### config.mk
export PLATFORM = sky130hd
export DESIGN_NAME = cmag_pipe
export DESIGN_NICKNAME = d
export VERILOG_FILES = /design/src/rtl/cmag_pipe.sv
export SDC_FILE = /design/constraint.sdc
export NUM_CORES = 1
export LEC_CHECK = 0
export CAP_MARGIN = 25
export CORE_UTILIZATION = 40
export DETAILED_ROUTE_END_ITERATION = 6
export PLACE_DENSITY_LB_ADDON = 0.05
export SLEW_MARGIN = 10
export SYNTH_ARGS = -nofsm -noshare
export SYNTH_HDL_FRONTEND = slang
export SYNTH_SLANG_ARGS = --single-unit
### constraint.sdc
create_clock -name CLK -period 7.3 [get_ports CLK]
set_input_delay 1.46 -clock CLK [delete_from_list [all_inputs] [get_ports CLK]]
set_output_delay 1.46 -clock CLK [all_outputs]
set_load 0.01 [all_outputs]
### src/rtl/cmag_pipe.sv
// Three-stage alpha-max-plus-beta-min complex magnitude estimator, one I/Q sample per clock.
// Each stage carries a valid bit plus mode and tag; bubbles collapse and stalls hold from the output back.
module cmag_pipe #(
   parameter int W     = 32,
   parameter int TAG_W = 8
) (
   input  logic                CLK,
   input  logic                s_RST_n,
   input  logic                in_valid,
   output logic                in_ready,
   input  logic signed [W-1:0] i,
   input  logic signed [W-1:0] q,
   input  logic [1:0]          mode,
   input  logic [TAG_W-1:0]    in_tag,
   output logic                out_valid,
   input  logic                out_ready,
   output logic [W-1:0]        mag,
   output logic [TAG_W-1:0]    out_tag
);

   // A beat moves on a side when valid && ready are both high at a rising edge;
   // the producer may change its data freely on any cycle where no beat moved.
   logic             s1_v, s2_v;
   logic [W-1:0]     s1_ai, s1_aq, s2_mx, s2_mn;
   logic [1:0]       s1_mode, s2_mode;
   logic [TAG_W-1:0] s1_tag, s2_tag;

   logic en1, en2, en3;
   logic [W-1:0] abs_i, abs_q, mag_next, alt;

   assign en3      = !out_valid || out_ready;
   assign en2      = !s2_v || en3;
   assign en1      = !s1_v || en2;
   assign in_ready = s_RST_n && en1;

   // Negating -2^(W-1) wraps to itself, which read as unsigned is exactly 2^(W-1).
   assign abs_i = i[W-1] ? $unsigned(-i) : $unsigned(i);
   assign abs_q = q[W-1] ? $unsigned(-q) : $unsigned(q);

   always_comb begin
      mag_next = s2_mx + (s2_mn >> 2);
      alt      = s2_mx - (s2_mx >> 3) + (s2_mn >> 1);
      case (s2_mode)
         2'd1:    mag_next = s2_mx + (s2_mn >> 2) + (s2_mn >> 3);
         2'd2:    mag_next = (alt > s2_mx) ? alt : s2_mx;
         default: mag_next = s2_mx + (s2_mn >> 2);
      endcase
   end

   always_ff @(posedge CLK) begin
      if (!s_RST_n) begin
         s1_v      <= 1'b0;
         s2_v      <= 1'b0;
         out_valid <= 1'b0;
         s1_ai     <= '0;
         s1_aq     <= '0;
         s1_mode   <= '0;
         s1_tag    <= '0;
         s2_mx     <= '0;
         s2_mn     <= '0;
         s2_mode   <= '0;
         s2_tag    <= '0;
         mag       <= '0;
         out_tag   <= '0;
      end else begin
         if (en1) begin
            s1_v <= in_valid;
            if (in_valid) begin
               s1_ai   <= abs_i;
               s1_aq   <= abs_q;
               s1_mode <= mode;
               s1_tag  <= in_tag;
            end
         end
         if (en2) begin
            s2_v <= s1_v;
            if (s1_v) begin
               s2_mx   <= (s1_ai >= s1_aq) ? s1_ai : s1_aq;
               s2_mn   <= (s1_ai >= s1_aq) ? s1_aq : s1_ai;
               s2_mode <= s1_mode;
               s2_tag  <= s1_tag;
            end
         end
         // Output data only loads with a real sample, so it stays put while stalled.
         if (en3) begin
            out_valid <= s2_v;
            if (s2_v) begin
               mag     <= mag_next;
               out_tag <= s2_tag;
            end
         end
      end
   end

endmodule

==> flow_summary.ini <==
[drt]
drt_first_iter_violations = 867
routedWlPerCell_um = 18.3
detailed_routing_iteration_count_for_the_pre_antenna_repair_pass = 5
routed_wl_um = 48900
detailroute.via_count = 14900
ant_nets = 0
drt-vias-per-instance = 5.59
drc_errors = 0

[finish]
fillerInstances = 4122
util_after_layout = 0.465
antennaDiodeCount = 0
area_delta_synth_final_pct = 14.1
num-nets-final = 2401
layout-drive-gt1-share = 0.0452
final-instance-count-excl-fill = 2670

[synthesis]
synthesis.area_per_instance_um2 = 7.88
synth.cell_area_um2 = 16300
synth_async_sr_flop_share = 0
ys.flop_type = sky130_fd_sc_hd__dfxtp_1
ys_types = 70
netlist_instances = 2068
ys_seq_area_frac = 0.233
yosys.area.top_type = sky130_fd_sc_hd__dfxtp_1
synth_enable_flop_cells = 0
netlist_top_cells_area = sky130_fd_sc_hd__dfxtp_1 (23%), sky130_fd_sc_hd__ha_1 (12%), sky130_fd_sc_hd__a211oi_1 (5.8%)
synth_top_area_frac = 0.233
ys.warnings.count = 0
synth-seq-cells = 190
postSynthNetCount = 2337

[setup_path]
critPathBufInv = 3
critical-path-max-stage-delay_ns = 0.55
arrival_ns = 6.83
endpoint_required_time_on_the_critical_path_ns = 7.64
rrSetupSlack_ns = 0.81
critical_path.reg2reg.startpoint = s2_mx[11]$_SDFFE_PN0P_
cp_top_family = compound AO/OA/AOI/OAI gates
end_kind = flip-flop
cpMaxStageDelayCell = sky130_fd_sc_hd__fa_1
reg2reg_to = mag[31]$_SDFFE_PN0P_
crit_fanout = 19
worst-r2r-cell-count = 25
timing.critical_path.from = s2_mx[11]$_SDFFE_PN0P_
setup_cp_type = flip-flop to flip-flop
critical_path_cell_count = 25
critical_path.startpoint_type = flip-flop

[global_routing]
grt_max_degree = 82
gr-total-overflow = 0
grt_pass1_vias = 14100
groute.usage.overall = 0.240
grt_antenna_before_repair = 0
global_route_wire_length_before_repair_um = 77800

[floorplan]
chipHeight_um = 204
floorplan.initialDensity = 0.407
std_cell_rows = 73
fp.dieW_um = 204
die_area_um2 = 41600
io-pin-count = 120
fp.coreArea_um2 = 40000

[sta]
final.min_clock_period_ns = 6.49
timing.final.hold_violations = 0
finalCritPeriodShare = 0.889
tightestPinTransition_ns = 0.945
report.final.slew_viol_count = 0
finClkSkew_ns = 0.0128
grt_setup_unrepaired = false
maxSlewHeadroom = 0.370
max_clock_freq_mhz = 154
setup_viol = 0
final.setup.tns_ns = 0

[worst_hold_path]
min-delay-path-class = flip-flop to flip-flop
holdPathEnd = out_tag[1]$_SDFFE_PN0P_
worst_hold_path.num_cells = 2
hold_path_origin = s2_tag[1]$_SDFFE_PN0P_

[cts]
cts-buffers-inserted = 17
cts_tree = built
clock_path_buffers = 2
count_of_buffers_added_by_post_cts_timing_repair_for_setup = 0
cts.sinks = 190
cts_root_buf = sky130_fd_sc_hd__clkbuf_16
htree_levels = 4
cts_hold_buf = 0
worstSkewPairLatency_ns = 0.48
cts_repair_resize_count = 0
worst_setup_hold_path_clk_slew_ns = 0.08

[placement]
place_inst = 2636
port-buffer-count = 119
sum_of_net_half_perimeters_after_detailed_placement_um = 38900
routabilityCongestion = 0.937

[power]
power_after_layout_mw = 4.09
max-vdd-ir-drop_mv = 0.110
power.density_cell_area_nw_per_um2 = 220
leakagePower_nw = 7.96

[run_status]
status = completed

[run]
max-cap-violations = 0
-- routing by layer --
layer,vias to the layer above,GRT usage,wire length [um]
li1,7561,-,-
met1,6946,0.361,25400
met2,363,0.352,20100
met3,49,0.0234,2200
met4,0,0.0792,1160
met5,-,0,0
-- flip-flops by register name, summed over array words and instances, names as in the netlist --
name / count
s2_tag: 8
s1_v: 1
s2_mode: 2
s2_v: 1
out_tag: 8
s1_aq: 32
s2_mx: 32
s2_mn: 31
s1_mode: 2
s1_tag: 8
mag: 32
out_valid: 1
s1_ai: 32
-- Yosys cell counts, drive strengths merged (12+ instances only) --
cell type / count
fa: 31
o21ai: 103
xnor2: 60
dfxtp: 190
or4: 15
nand2b: 12
and3: 16
or3: 15
xor2: 77
a31oi: 17
nand2: 170
a221oi: 17
nand3: 38
o21a: 17
o31ai: 25
ha: 160
a21oi: 163
mux2: 14
mux2i: 78
buf: 15
o221ai: 14
inv: 188
nor3: 23
a21o: 57
clkbuf: 86
o211ai: 18
nor2: 185
nand4: 25
a211oi: 125
nor2b: 14
-- power breakdown --
group          leakage, nW  switching (mW)  internal, mW
Combinational         6.11            1.12         0.816
Clock                0.285           0.508         0.459
Sequential            1.56          0.0891          1.10
-- how the worst max path moves through the flow --
stage	to	slack, ns
after floorplan	mag[29]$_SDFFE_PN0P_	1.74
after detailed placement	mag[31]$_SDFFE_PN0P_	0.91
final	mag[31]$_SDFFE_PN0P_	0.81
after global placement	mag[31]$_SDFFE_PN0P_	0.97
after CTS	mag[31]$_SDFFE_PN0P_	0.85
after global routing	mag[31]$_SDFFE_PN0P_	0.33
-- kinds of logic after synthesis --
group,share of synthesized area
xor+xnor,0.0736
buf+inv,0.0675
simple gates,0.153
mux,0.0576
fa+ha+maj,0.161
flops,0.233
compound gates,0.254
-- placed cells by master (no fill, tap or decap), drive strengths merged, types with 16 or more instances in the layout --
cell type / n
buf: 27
o31ai: 25
fa: 31
xor2: 77
nand4: 25
mux2i: 78
o21ai: 103
a21o: 57
a21oi: 163
a211oi: 125
a221oi: 17
ha: 160
nand3: 38
a31oi: 17
clkbuf: 17
nand2: 170
and3: 16
clkdlybuf4s50: 119
dfxtp: 190
o21a: 17
nor2: 185
xnor2: 60
inv: 197
o211ai: 18
nor3: 23
-- worst min-delay path, cell delays in order, from the launching register on --
cell	delay (ns)
sky130_fd_sc_hd__dfxtp_1	0.31
sky130_fd_sc_hd__nand2_1	0.05
sky130_fd_sc_hd__a21oi_1	0.05
-- per-stage QoR --
stage / cell area, um^2 / hold WS [ns] / worst slack (ns)
floorplan: 16300 / 0.432 / 1.74
global placement: 18000 / 0.443 / 0.970
detailed placement: 18000 / 0.444 / 0.912
CTS: 18600 / 0.456 / 0.850
global route: 18600 / 0.476 / 0.334
finish: 18600 / 0.452 / 0.808
-- layout make-up --
type | count | area (um^2) | share of cell area
multi-input combinational | 1588 | 11400 | 0.615
sequential | 190 | 3800 | 0.205
timing repair buffer | 146 | 1410 | 0.0755
inverter | 189 | 712 | 0.0383
tap | 525 | 657 | 0.0353
clock buffer | 17 | 425 | 0.0229
clock inverter | 15 | 161 | 0.00868
Note: power is estimated with default switching activity, not from simulation.
